==> config.mk <==
export PLATFORM = sky130hd
export DESIGN_NAME = alu_issue_ctrl
export DESIGN_NICKNAME = d
export VERILOG_FILES = /design/src/rtl/alu_issue_ctrl.sv
export SDC_FILE = /design/constraint.sdc
export NUM_CORES = 1
export LEC_CHECK = 0
export CORE_MARGIN = 8
export CORE_UTILIZATION = 45
export CTS_CLUSTER_SIZE = 40
export DETAILED_ROUTE_END_ITERATION = 8
export GPL_TIMING_DRIVEN = 0
export PLACE_DENSITY = 0.71
export SYNTH_ARGS = -nofsm -noshare
export SYNTH_HDL_FRONTEND = slang
export SYNTH_SLANG_ARGS = --single-unit
==> constraint.sdc <==
create_clock -name Clock -period 3.97 [get_ports Clock]
set_input_delay 0.9925 -clock Clock [delete_from_list [all_inputs] [get_ports Clock]]
set_output_delay 0.9925 -clock Clock [all_outputs]
set_load 0.02 [all_outputs]
==> src/rtl/alu_issue_ctrl.sv <==
// Issue controller for a combinational ALU: buffers requests in a small FIFO,
// presents one operand set at a time and holds each result until accepted.
module alu_issue_ctrl #(
    parameter int unsigned DEPTH = 4
) (
    input  logic                   Clock,
    input  logic                   Reset,
    input  logic                   in_valid,
    output logic                   in_ready,
    input  logic [2:0]             in_F,
    input  logic [31:0]            in_A,
    input  logic [31:0]            in_B,
    output logic [31:0]            alu_A,
    output logic [31:0]            alu_B,
    output logic [2:0]             alu_F,
    input  logic [31:0]            alu_Y,
    input  logic                   alu_Zero,
    output logic                   out_valid,
    input  logic                   out_ready,
    output logic [31:0]            out_Y,
    output logic                   out_Zero,
    output logic [2:0]             out_F,
    output logic [$clog2(DEPTH):0] count
);

    localparam int unsigned AW = $clog2(DEPTH);
    localparam int unsigned CW = AW + 1;
    localparam logic [CW-1:0] FULL = CW'(DEPTH);

    typedef struct packed {
        logic [2:0]  f;
        logic [31:0] a;
        logic [31:0] b;
    } req_t;

    typedef enum logic [1:0] {
        IDLE,
        EXEC,
        HOLD
    } state_t;

    state_t        state;
    state_t        state_nxt;
    req_t          mem [DEPTH];
    logic [AW-1:0] wr_ptr;
    logic [AW-1:0] rd_ptr;
    logic          push;
    logic          pop;
    logic          capture;
    logic          release_res;

    assign in_ready = (count != FULL);
    assign push     = in_valid && in_ready;

    always_ff @(posedge Clock) begin
        if (push) begin
            mem[wr_ptr] <= {in_F, in_A, in_B};
        end
    end

    always_ff @(posedge Clock or posedge Reset) begin
        if (Reset) begin
            wr_ptr <= '0;
            rd_ptr <= '0;
            count  <= '0;
        end else begin
            if (push) begin
                wr_ptr <= wr_ptr + AW'(1);
            end
            if (pop) begin
                rd_ptr <= rd_ptr + AW'(1);
            end
            case ({push, pop})
                2'b10:   count <= count + CW'(1);
                2'b01:   count <= count - CW'(1);
                default: count <= count;
            endcase
        end
    end

    always_ff @(posedge Clock or posedge Reset) begin
        if (Reset) begin
            state <= IDLE;
        end else begin
            state <= state_nxt;
        end
    end

    // Pop decisions use the registered count, so a same-cycle push is never bypassed.
    always_comb begin
        state_nxt   = state;
        pop         = 1'b0;
        capture     = 1'b0;
        release_res = 1'b0;
        case (state)
            IDLE: begin
                if (count != '0) begin
                    pop       = 1'b1;
                    state_nxt = EXEC;
                end
            end
            EXEC: begin
                capture   = 1'b1;
                state_nxt = HOLD;
            end
            HOLD: begin
                if (out_valid && out_ready) begin
                    release_res = 1'b1;
                    if (count != '0) begin
                        pop       = 1'b1;
                        state_nxt = EXEC;
                    end else begin
                        state_nxt = IDLE;
                    end
                end
            end
            default: state_nxt = IDLE;
        endcase
    end

    always_ff @(posedge Clock or posedge Reset) begin
        if (Reset) begin
            alu_A <= '0;
            alu_B <= '0;
            alu_F <= '0;
        end else if (pop) begin
            {alu_F, alu_A, alu_B} <= mem[rd_ptr];
        end
    end

    always_ff @(posedge Clock or posedge Reset) begin
        if (Reset) begin
            out_valid <= 1'b0;
            out_Y     <= '0;
            out_Zero  <= 1'b0;
            out_F     <= '0;
        end else if (capture) begin
            out_valid <= 1'b1;
            out_Y     <= alu_Y;
            out_Zero  <= alu_Zero;
            out_F     <= alu_F;
        end else if (release_res) begin
            out_valid <= 1'b0;
        end
    end

endmodule

== Word level (Yosys, flattened, before mapping) ==
Memory sizes are Yosys's and may differ from the RTL's. A register that Yosys moved wholly into a read port is not among the register bits.
Index checks and enable logic that the tools add are counted.
Storage, ports and cells
  register bits after elaboration: 46
  bits in latches: 0
  memory bits (writable): 268
  memory bits (read-only): 0
  output and inout port bits: 108
  logic and storage cells: 42
  memories: 1
Cells by class
  add/subtract/negate cells: 4
  multipliers: 0
  divide/modulo/power cells: 0
  order comparisons: 0
  equal/unequal tests: 7
  shift operators: 0
  mux-type cells: 15
  bitwise gates (word level): 0
  reductions and logical operators: 7
Memories
  mem: depth 4, width 67, read ports 1, clocked after Yosys merged registers in 1, write ports 1, RTL line 44  | req_t mem [DEPTH];
Operators with widths (number)
  1-bit two-way mux: 10
  2-bit one-hot mux with 3 select lines: 1
  3-bit one-hot mux with 2 select lines: 1
  2-bit by 1-bit adder with 2-bit output (second input constant): 2
  2-bit by 1-bit == test with 1-bit output (second input constant): 2
  2-bit == test (second input constant): 2
  2-bit two-way mux: 2
  2-bit != test (second input constant): 2
  2-bit nonzero test: 2
  3-bit by 1-bit adder with 3-bit output (second input constant): 1
  3-bit != test (second input constant): 1
  3-bit nonzero test: 1
  3-bit by 1-bit subtractor with 3-bit output (second input constant): 1
  1-bit logical AND: 2
  2-bit logical NOT: 1
  1-bit one-hot mux with 2 select lines: 1
  2-bit AND reduction: 1

== Logic depth before layout (Yosys ltp) ==
Gate-level depths: netlist (run 1).
  depth in word-level cells: 6
  mapped depth: 10

== Least setup slack after synthesis (run 1) ==
Ideal clock, no wire load.
  path kind: in2reg
  start point: input in_valid
  end point: memory mem[1][0] (netlist name) (enable)
  setup time: 0.433 ns
  arrival time: 2.615 ns
  path slack: 0.923 ns
  stages: 1
  cells stage by stage: and3_1
Between the ends
  word-level cells in the longest chain between the ends: 3
Ends and longest elaborated chain
  start: declaration: RTL line 8  | input logic in_valid,
  1-bit logical AND: RTL line 53  | assign push = in_valid && in_ready;
  1-bit two-way mux: RTL line 56  | if (push) begin
  1-bit two-way mux (implied by the code): RTL line 57  | mem[wr_ptr] <= {in_F, in_A, in_B};
  end: declaration: RTL line 44
No other way between the ends.

== Final worst setup path (run 1) ==
  start point: input out_ready
  end point: register count[2]
Between the ends
  word-level cells in the longest chain between the ends: 5
  elaborated cells on any way between the ends: 7
  classes of those cells: eq/ne: 2; mux: 3; reduce/logical: 2
Ends and longest elaborated chain
  start: declaration: RTL line 19  | input logic out_ready,
  1-bit logical AND (*): RTL line 107  | if (out_valid && out_ready) begin
  1-bit two-way mux (*): RTL line 107
  1-bit one-hot mux with 2 select lines (*): RTL line 95  | case (state)
  net pop: RTL line 48  | logic pop;
  2-bit by 1-bit == test with 1-bit output or 2-bit == test (tied branches): RTL line 73  | case ({push, pop})
  3-bit one-hot mux with 2 select lines or 2-bit nonzero test (tied branches)
  end signal: assignment: RTL line 74  | 2'b10: count <= count + CW'(1);
  end signal: assignment: RTL line 75  | 2'b01: count <= count - CW'(1);
  end signal: assignment: RTL line 76  | default: count <= count;
  end: declaration: RTL line 23  | output logic [$clog2(DEPTH):0] count
Mark *: on every way through the listed nets, which the timed path passes. The rest lies on a longest branch.
A chain may end at the register's enable or synchronous reset.

==> out/results.tsv, run 1 <==
stage	metric	value	unit
outcome	outcome	finished, final reports clean	
sta	worst_pin_slew	0.727	ns
place	place_congestion	0.665	
floorplan	initial_core_util	45.8	%
pwr	ir_drop	0.539	mV
critical_path	endpoint_kind	flop	
place	placedCellCount	1231	
sta	setup_viol	0	
pwr	pwr_density_cell	847	nW/um^2
detailed_routing	drt_pass1_iterations	4	
worst_hold_path	hold_depth	1	
critical_path	crit_path_max_fanout	10	
sta	rsz0062_at_grt	false	
final_layout	mostFrequentLayoutCells	edfxtp_1 (268), clkdlybuf4s50_1 (211), dfrtp_1 (113)	
final_layout	finalNetCount	987	
critical_path	worstSetupPathType	input port to flop	
sta	fmax	0.303	GHz
floorplan	fp.dieW	193	um
run	drv_cap	0	
clocking	clk_pin_slew	0.06	ns
final_layout	fill_cells	2237	
global_routing	grt_pass1_wl	44000	um
final_layout	layout_commonest_cell	edfxtp_1	
critical_path	cp-start-kind	input port	
detailed_routing	wirelength	28700	um
clocking	cts_tree	done	
clocking	cts_max_level	2	
global_routing	antenna_found_initial	3	
synthesis	synth_top_area_share	57.3	%
detailed_routing	antenna_violating_nets_post_route	0	
floorplan	coreArea	30700	um^2
global_routing	gr-total-overflow	0	
global_routing	grt_pass1_vias	7468	
synthesis	synth_warnings	0	
place	hpwlAfterDp	18300	um
synthesis	seq_area_frac_synth	77.4	%
clocking	clock_path_buffers	3	
pwr	p_leak	6.50	nW
synthesis	synth_area_leaders	edfxtp_1 (57%), dfrtp_1 (20%), mux4_2 (11%)	
floorplan	boundaryPins	212	
final_layout	register_area	10900	um^2
sta	min_period	3.30	ns
synthesis	syn_area	14100	um^2
sta	hold_violations	0	
final_layout	multiInputGateArea	2990	um^2
worst_hold_path	hold_path_class	flop to flop	
sta	finalSetupTns	0	ns
detailed_routing	vias	6704	
final_layout	layout-drive-gt1-share	30.0	%
sta	finalMaxSlewViolations	0	
clocking	insertion_delay	0.52	ns
synthesis	syn_nets	727	
final_layout	layout.cells.non_filler	1305	
clocking	post_cts_buffers	0	
detailed_routing	post-route-drc-count	0	
critical_path	cp.required	4.41	ns
final_layout	areaGrowthSynthToFinish	30.1	%
synthesis	synthCells	617	
global_routing	grtUsageTotal	15.6	%
sta	clock_skew	0.0148	ns
place	io_buffers	211	
clocking	cts.repair.resized	0	
synthesis	yosysUniqueCellTypes	28	
sta	slew_headroom	51.5	%
clocking	cts_buffers	40	
critical_path	crit_arrival	3.74	ns
floorplan	dieArea	37100	um^2
global_routing	grt_start_max_net_pins	49	
final_layout	antenna_cells	0	
synthesis	yosys.area.top_type	edfxtp_1	
detailed_routing	vias_per_cell	5.14	
sta	finalCritPeriodShare	83.1	%
detailed_routing	drt_iter0_markers	281	
clocking	cts_root_buf	clkbuf_16	
synthesis	synth-seq-cells	381	
floorplan	die-height	193	um
detailed_routing	wire_per_inst	22.0	um
floorplan	num_rows	64	
critical_path	r2r.worst_path.cells	10	
synthesis	syn_avg_cell_area	22.8	um^2
clocking	cts_hold_buf	0	
clocking	clkSinkCount	381	
## flip-flops by register name, indices dropped and copies added, names as in the netlist
| name | cells |
|---|---|
| out_F | 3 |
| out_Y | 32 |
| rd_ptr | 2 |
| wr_ptr | 2 |
| mem | 268 |
| out_Zero | 1 |
| out_valid | 1 |
| count | 3 |
| state | 2 |
| alu_B | 32 |
| alu_F | 3 |
| alu_A | 32 |
## synthesized netlist by cell type
master    instances
buf_12            2
xor2_1            4
a21boi_2          1
nor2_1            1
mux2_2           96
xnor2_1           2
buf_4             2
or3b_1            1
inv_1             9
nor3_2            2
and2_1            1
nor2_2            1
dfrtp_1         113
fa_1              1
buf_6             2
mux2_4            8
nor4b_1           1
ha_1              5
buf_2            15
a21o_1            1
clkbuf_1          5
and3_1            4
edfxtp_1        268
nand2_1           1
mux4_2           67
mux2i_1           1
nor3_1            1
a21oi_1           2
## worst paths after layout
check / from / end / slack, ns
worst max-delay path: out_ready / count[2]$_DFFE_PP0P_ / 0.67
worst min-delay path: out_Y[29]$_DFFE_PP0P_ / out_Y[29]$_DFFE_PP0P_ / 0.50
worst max register to register: state[1]$_DFFE_PP0P_ / count[2]$_DFFE_PP0P_ / 1.13
worst min register to register: out_Y[29]$_DFFE_PP0P_ / out_Y[29]$_DFFE_PP0P_ / 0.50
max in group asynchronous: Reset / out_Y[0]$_DFFE_PP0P_ / 2.29
min in group asynchronous: Reset / alu_B[29]$_DFFE_PP0P_ / 0.86
## cell type report
cell class | instances | area share [%]
Multi-Input combinational cell | 201 | 16.4
Clock buffer | 47 | 6.07
Sequential cell | 381 | 59.5
Clock inverter | 27 | 1.75
Tap cell | 396 | 2.71
Timing Repair Buffer | 218 | 12.5
Buffer | 26 | 0.938
Inverter | 9 | 0.205
## per-layer routing
layer | vias up | wire [um] | GRT usage (%) | part of all wire (%)
met4 | 6 | 505 | 4.17 | 1.8
met1 | 3466 | 12400 | 20.2 | 43
met3 | 43 | 1870 | 3.96 | 6.5
met2 | 187 | 13800 | 25.8 | 48
li1 | 3002 | - | - | -
met5 | - | 38 | 0 | 0.13
## per-stage QoR
stage               setup slack [ns]  cell area [um^2]  total power (W)  hold slack [ns]  util (%)
floorplan                      0.923             14100          0.00949            0.475         -
global placement               -1.07             16700           0.0117            0.488      54.3
detailed placement            0.0423             16900           0.0118            0.494      55.0
CTS                            0.580             18300           0.0158            0.507      59.6
global route                   0.480             18300           0.0163            0.523      59.6
finish                         0.669             18300           0.0155            0.502      59.6
## critical path, stage by stage
cell and delay, ns:
clkdlybuf4s50_1 0.50, a21boi_2 0.10, nor3_2 0.55, buf_4 0.32
buf_6 0.22, ha_1 0.21, inv_1 0.06, fa_1 0.37
xor2_1 0.15, nor2_1 0.11, xor2_1 0.14
## where the power goes
part | internal (W) | switching [W]
Clock | 0.00246 | 0.00147
Combinational | 0.00293 | 0.00264
Sequential | 0.00551 | 0.000466
Total | 0.0109 | 0.00458
## cell families (layout without fill, tap and decap cells)
family                   after synthesis  after routing  share of synthesized area (%)
buffers and inverters                 35            327                           1.46
flip-flops                           381            381                           77.4
AO/OA/AOI/OAI                          4              4                          0.205
adder cells (fa/ha/maj)                6              6                          0.588
AND/OR/NAND/NOR                       13             13                          0.623
multiplexers                         172            172                           19.4
XOR/XNOR                               6              6                          0.374
No activity file was read; power rests on OpenSTA's default activity.
==> run 2, diff against run 1 <==
--- a/config.mk
+++ b/config.mk
@@ -10,7 +10,7 @@
 export CTS_CLUSTER_SIZE = 40
 export DETAILED_ROUTE_END_ITERATION = 8
 export GPL_TIMING_DRIVEN = 0
-export PLACE_DENSITY = 0.71
+export PLACE_DENSITY = 0.68
 export SYNTH_ARGS = -nofsm -noshare
 export SYNTH_HDL_FRONTEND = slang
 export SYNTH_SLANG_ARGS = --single-unit
==> constraint.sdc (replaced) <==
create_clock -name Clock -period 3.31 [get_ports Clock]
set_input_delay 0.8275 -clock Clock [delete_from_list [all_inputs] [get_ports Clock]]
set_output_delay 0.8275 -clock Clock [all_outputs]
set_load 0.02 [all_outputs]
==> out/results.tsv, run 2 (synthesis gave the netlist of run 1 again) <==
stage	metric	value	unit	change
floorplan	coreArea	30700	um^2	unchanged
pwr	ir_drop	0.527	mV	-2.3%
clocking	insertion_delay	0.52	ns	about the same
sta	worst_pin_slew	0.759	ns	+0.0318 ns
critical_path	cp-start-kind	input port		
critical_path	worstSetupPathType	input port to flop		
detailed_routing	vias	6761		+0.85%
final_layout	finalNetCount	987		unchanged
critical_path	crit_path_max_fanout	10		unchanged
final_layout	layout-drive-gt1-share	29.7	%	-0.33 points
critical_path	cp.required	3.74	ns	-0.67 ns
sta	whs	0.502	ns	-0.000634 ns
final_layout	largest_reg_flops	268		unchanged
pwr	pwr_density_cell	1010	nW/um^2	+19%
final_layout	mostFrequentLayoutCells	edfxtp_1 (268), clkdlybuf4s50_1 (211), dfrtp_1 (113)		
floorplan	fp.dieW	193	um	unchanged
clocking	cts_max_level	2		unchanged
detailed_routing	vias_per_cell	5.18		+0.85%
critical_path	crit_arrival	3.45	ns	-0.29 ns
global_routing	grt_pass1_vias	7403		-0.87%
final_layout	top_register	mem		
sta	rsz0062_at_grt	false		
floorplan	num_rows	64		unchanged
global_routing	globalRouteMet3Util	4.03	%	+0.072 points
clocking	clk_pin_slew	0.06	ns	about the same
place	placed_area	16800	um^2	-0.13%
sta	finalCritPeriodShare	91.3	%	
floorplan	initial_core_util	45.8	%	unchanged
global_routing	busiest_layer	met2		
detailed_routing	drt_iter0_markers	210		-25%
detailed_routing	wirelength	28700	um	+0.13%
sta	hold_violations	0		unchanged
place	hpwlAfterDp	18400	um	+0.20%
global_routing	grtUsageTotal	15.5	%	-0.046 points
run	drv_cap	0		unchanged
worst_hold_path	hold_path_class	flop to flop		
clocking	cts_tree	done		
clocking	cts_root_buf	clkbuf_16		
pwr	power	0.0183	W	+18%
floorplan	dieArea	37100	um^2	unchanged
sta	fmax	0.331	GHz	
sta	setup_viol	0		unchanged
place	io_buffers	211		unchanged
global_routing	grt_start_max_net_pins	46		-6.1%
final_layout	areaGrowthSynthToFinish	29.3	%	
pwr	p_leak	6.45	nW	-0.77%
sta	clock_skew	0.0188	ns	+0.00404 ns
sta	finalMaxSlewViolations	0		unchanged
floorplan	die-height	193	um	unchanged
detailed_routing	drt_pass1_iterations	4		unchanged
floorplan	boundaryPins	212		unchanged
sta	min_period	3.02	ns	
global_routing	gr-total-overflow	0		unchanged
global_routing	use_met2	26.0	%	+0.13 points
clocking	clock_path_buffers	3		unchanged
final_layout	fin_area	18200	um^2	-0.65%
detailed_routing	post-route-drc-count	0		unchanged
sta	slew_headroom	49.4	%	-2.1 points
global_routing	grt_pass1_wl	43900	um	-0.11%
final_layout	antenna_cells	0		unchanged
final_layout	fill_cells	2246		+0.40%
place	place_congestion	0.678		+1.9%
critical_path	endpoint_kind	flop		
final_layout	layout_commonest_cell	edfxtp_1		
detailed_routing	wire_per_inst	22.0	um	+0.13%
clocking	post_cts_buffers	0		unchanged
outcome	outcome	finished, final reports clean		
clocking	cts_buffers	40		unchanged
sta	finalSetupTns	0	ns	unchanged
clocking	clkSinkCount	381		unchanged
global_routing	met1_usage	20.2	%	-0.024 points
global_routing	antenna_found_initial	1		-2
detailed_routing	antenna_violating_nets_post_route	0		unchanged
[run 2: per-layer routing]
| metal | vias up | part of all wire (%) |
|---|---|---|
| met2 | 195 | 49 |
| met3 | 39 | 7.1 |
| met4 | 2 | 1.4 |
| met5 | - | 0.045 |
| li1 | 3013 | - |
| met1 | 3512 | 43 |
[run 2: per-stage QoR]
stage | std cells | util [%] | worst slack [ns]
after floorplan | 617 | - | 0.378
after global placement | 1224 | 54.3 | -1.52
after detailed placement | 1231 | 54.9 | -0.543
after CTS | 1305 | 59.2 | 0.212
after global routing | 1305 | 59.2 | 0.161
final | 1305 | 59.2 | 0.288
[run 2: final timing paths]
path / startpoint / end / slack, ns / cells past startpoint
hold reg to reg: out_Y[6]$_DFFE_PP0P_ / out_Y[6]$_DFFE_PP0P_ / 0.50 / 1
hold / removal: out_Y[6]$_DFFE_PP0P_ / out_Y[6]$_DFFE_PP0P_ / 0.50 / 1
min in group asynchronous: Reset / alu_B[30]$_DFFE_PP0P_ / 0.70 / 2
setup reg to reg: state[1]$_DFFE_PP0P_ / count[2]$_DFFE_PP0P_ / 0.61 / 10
max in group asynchronous: Reset / alu_B[0]$_DFFE_PP0P_ / 1.78 / 4
setup / recovery: out_ready / count[2]$_DFFE_PP0P_ / 0.29 / 11
[run 2: layout make-up]
| type | count | area [um^2] | share of cell area [%] |
|---|---|---|---|
| well taps | 396 | 495 | 2.73 |
| clock inverters | 19 | 178 | 0.978 |
| inverters | 9 | 37.5 | 0.207 |
| multi-input cells | 201 | 3000 | 16.5 |
| repair buffers | 218 | 2260 | 12.4 |
| clock buffers | 55 | 1150 | 6.32 |
| flip-flops and latches | 381 | 10900 | 59.9 |
| plain buffers | 26 | 171 | 0.944 |
[run 2: critical path, stage by stage]
cell	delay [ns]
clkdlybuf4s50_1	0.50
a21boi_2	0.10
nor3_4	0.42
buf_4	0.32
buf_6	0.24
ha_1	0.21
inv_1	0.06
fa_1	0.37
xor2_1	0.15
nor2_1	0.11
xor2_1	0.14
[run 2: repair_timing]
| item | CTS | global route |
|---|---|---|
| endpoints found under the hold margin | 0 | 0 |
| resized for setup | 1 | 0 |
| hold buffers | 0 | 0 |
| endpoints found under the setup margin | 1 | 0 |
[run 2: where the power goes]
group | total, W | leakage [nW] | switching [W] | internal [W]
clock | 0.00442 | 0.655 | 0.00175 | 0.00267
sequential | 0.00715 | 3.78 | 0.000535 | 0.00661
combinational | 0.00670 | 2.02 | 0.00319 | 0.00351
total | 0.0183 | 6.45 | 0.00548 | 0.0128
==> run 3, diff against run 2 <==
--- a/config.mk
+++ b/config.mk
@@ -6,11 +6,11 @@
 export NUM_CORES = 1
 export LEC_CHECK = 0
 export CORE_MARGIN = 8
-export CORE_UTILIZATION = 45
+export CORE_UTILIZATION = 54
 export CTS_CLUSTER_SIZE = 40
 export DETAILED_ROUTE_END_ITERATION = 8
 export GPL_TIMING_DRIVEN = 0
-export PLACE_DENSITY = 0.68
+export PLACE_DENSITY = 0.8
 export SYNTH_ARGS = -nofsm -noshare
 export SYNTH_HDL_FRONTEND = slang
 export SYNTH_SLANG_ARGS = --single-unit
==> constraint.sdc (replaced) <==
create_clock -name Clock -period 3.42 [get_ports Clock]
set_input_delay 0.855 -clock Clock [delete_from_list [all_inputs] [get_ports Clock]]
set_output_delay 0.855 -clock Clock [all_outputs]
set_load 0.02 [all_outputs]
==> out/results.tsv, run 3 (synthesis gave the netlist of run 1 again) <==
stage	metric	value	unit	change
outcome	outcome	finished, final reports clean		
sta	setup_viol	0		unchanged
final_layout	register_area	10900	um^2	unchanged
floorplan	coreArea	25800	um^2	-16%
pwr	seqPwrFrac	39.5	%	+0.4 points
critical_path	reg2reg_to	count[2]$_DFFE_PP0P_		
sta	slew_headroom	54.4	%	+5.0 points
critical_path	cp.required	3.85	ns	+0.11 ns
final_layout	fin_area	18100	um^2	-0.54%
detailed_routing	drt_iter0_markers	305		+45%
floorplan	dieArea	31400	um^2	-15%
pwr	switching_share	29.7	%	-0.29 points
clocking	cts_max_level	2		unchanged
sta	worst_pin_slew	0.684	ns	-0.0747 ns
critical_path	cp_common_cell	xor2_1		
floorplan	initial_core_util	54.4	%	+8.6 points
place	hpwlAfterDp	17700	um	-3.7%
sta	finalCritPeriodShare	91.2	%	
final_layout	antenna_cells	0		unchanged
final_layout	layout-drive-gt1-share	28.8	%	-0.90 points
critical_path	crit_arrival	3.55	ns	+0.10 ns
final_layout	mostFrequentLayoutCells	edfxtp_1 (268), clkdlybuf4s50_1 (211), dfrtp_1 (113)		
floorplan	boundaryPins	212		unchanged
global_routing	grtUsageTotal	18.0	%	+2.5 points
global_routing	grt_pass1_vias	7467		+0.86%
clocking	clock_path_buffers	3		unchanged
clocking	cts_root_buf	clkbuf_16		
clocking	cts.repair.resized	0		-1
detailed_routing	vias_per_cell	5.46		+5.4%
place	place_congestion	0.711		+4.9%
final_layout	areaGrowthSynthToFinish	28.6	%	
sta	clock_skew	0.0103	ns	-0.00856 ns
sta	rsz0062_at_grt	false		
pwr	p_clk_share	23.9	%	-0.3 points
pwr	power_frac_comb	36.7	%	about the same
global_routing	antenna_found_initial	3		+2
global_routing	gr-total-overflow	0		unchanged
floorplan	die-height	177	um	-8.0%
sta	fmax	0.321	GHz	
clocking	post_cts_buffers	0		unchanged
sta	min_period	3.12	ns	
pwr	ir_drop	0.680	mV	+29%
global_routing	grt_start_max_net_pins	51		+11%
critical_path	crit_path_top_delay_cell	nor3_2		
critical_path	r2r.worst_path.cells	10		unchanged
pwr	power	0.0176	W	-3.6%
clocking	cts_hold_buf	0		unchanged
final_layout	fill_cells	1613		-28%
critical_path	reg2reg_from	state[1]$_DFFE_PP0P_		
clocking	cts_tree	done		
final_layout	finalNetCount	986		-0.10%
critical_path	crit_chain	clkdlybuf4s50_1 -> a21boi_2 -> nor3_2 -> buf_4 -> buf_6 -> ha_1 -> inv_1 -> fa_1 -> xor2_1 -> nor2_1 -> xor2_1		
detailed_routing	drt_pass1_iterations	4		unchanged
global_routing	grt_pass1_wl	42900	um	-2.4%
sta	finalMaxSlewViolations	0		unchanged
detailed_routing	wire_per_inst	22.6	um	+2.9%
clocking	clk_pin_slew	0.06	ns	about the same
final_layout	final_util	69.9	%	+11 points
place	post-place-ws	-0.270	ns	+0.272 ns
clocking	cts_buffers	39		-2.5%
critical_path	crit_path_max_fanout	10		unchanged
final_layout	largest_reg_flops	268		unchanged
sta	fin_ws	0.302	ns	+0.0141 ns
pwr	p_leak	6.43	nW	-0.27%
critical_path	endpoint	count[2]$_DFFE_PP0P_		
detailed_routing	post-route-drc-count	0		unchanged
worst_hold_path	hold_path_class	flop to flop		
final_layout	top_register	mem		
detailed_routing	vias	6775		+0.21%
critical_path	worstSetupPathType	input port to flop		
run	drv_cap	0		unchanged
floorplan	num_rows	59		-7.8%
final_layout	layout_commonest_cell	edfxtp_1		
critical_path	endpoint_kind	flop		
critical_path	max_stage_delay	0.51	ns	about the same
detailed_routing	wirelength	28100	um	-2.2%
place	io_buffers	211		unchanged
clocking	insertion_delay	0.51	ns	about the same
final_layout	multiInputGateArea	2990	um^2	-0.21%
detailed_routing	antenna_violating_nets_post_route	0		unchanged
sta	hold_violations	0		unchanged
sta	whs	0.503	ns	+0.00141 ns
floorplan	fp.dieW	177	um	-8.0%
pwr	p_sw	0.00523	W	-4.5%
pwr	p_int	0.0124	W	-3.2%
pwr	pwr_density_cell	975	nW/um^2	-3.1%
place	placed_area	16800	um^2	-0.32%
clocking	clkSinkCount	381		unchanged
critical_path	cp-start-kind	input port		
critical_path	reg2reg_slack	0.62	ns	about the same
critical_path	critPathLaunch	out_ready		
worst_hold_path	hold_depth	1		unchanged
-- run 3: cell count changes in the layout (fill, tap and decap cells not counted), moves of 2 or more --
| cell | before | now |
|---|---|---|
| buf_12 | 8 | 5 |
| inv_6 | 3 | 0 |
| clkinv_2 | 7 | 4 |
| clkbuf_1 | 12 | 16 |
| buf_16 | 1 | 4 |
| clkinv_1 | 5 | 7 |
| clkbuf_8 | 7 | 4 |
-- run 3: area by class of cell --
class	count	area share (%)
clock inverter	15	0.921
multi-input combinational	201	16.6
tap	335	2.32
buffer	26	0.949
inverter	9	0.208
clock buffer	56	6.21
sequential	381	60.2
timing repair buffer	218	12.6
-- run 3: worst min-delay path by stage --
| stage | from | end | slack [ns] |
|---|---|---|---|
| after floorplan | state[1]$_DFFE_PP0P_ | out_valid$_DFFE_PP0P_ | 0.47 |
| after global placement | out_Y[9]$_DFFE_PP0P_ | out_Y[9]$_DFFE_PP0P_ | 0.49 |
| after detailed placement | alu_B[17]$_DFFE_PP0P_ | alu_B[17]$_DFFE_PP0P_ | 0.50 |
| after CTS | alu_B[17]$_DFFE_PP0P_ | alu_B[17]$_DFFE_PP0P_ | 0.51 |
| after global routing | alu_B[18]$_DFFE_PP0P_ | alu_B[18]$_DFFE_PP0P_ | 0.52 |
| final | out_Zero$_DFFE_PP0P_ | out_Zero$_DFFE_PP0P_ | 0.50 |
-- run 3: power by group through the flow --
stage          Combinational (W)  Clock, W  Sequential [W]
2_1_floorplan            0.00325         0         0.00776
3_3_place_gp             0.00636         0         0.00707
3_5_place_dp             0.00659         0         0.00704
4_1_cts                  0.00662   0.00430         0.00697
5_1_grt                  0.00690   0.00448         0.00709
6_report                 0.00646   0.00421         0.00695
-- run 3: critical path: cells and delay by family --
family | cells | cell delay, ns
buffers and inverters | 4 | 1.09
adders and majority gates | 2 | 0.58
AOI/OAI and AO/OA | 1 | 0.09
xor gates and xnor gates | 2 | 0.30
and+or+nand+nor | 2 | 0.63
-- run 3: per-layer routing --
metal / wire length [um] / track usage [%]
met1: 11300 / 22.4
met2: 14300 / 31.1
met3: 1930 / 4.43
met4: 495 / 4.93
met5: 39 / 0
-- run 3: per-stage QoR --
stage	instances	setup TNS, ns
finish	1241	0
global route	1241	0
detailed placement	1170	-0.328
floorplan	617	0
CTS	1241	0
global placement	1163	-367.00
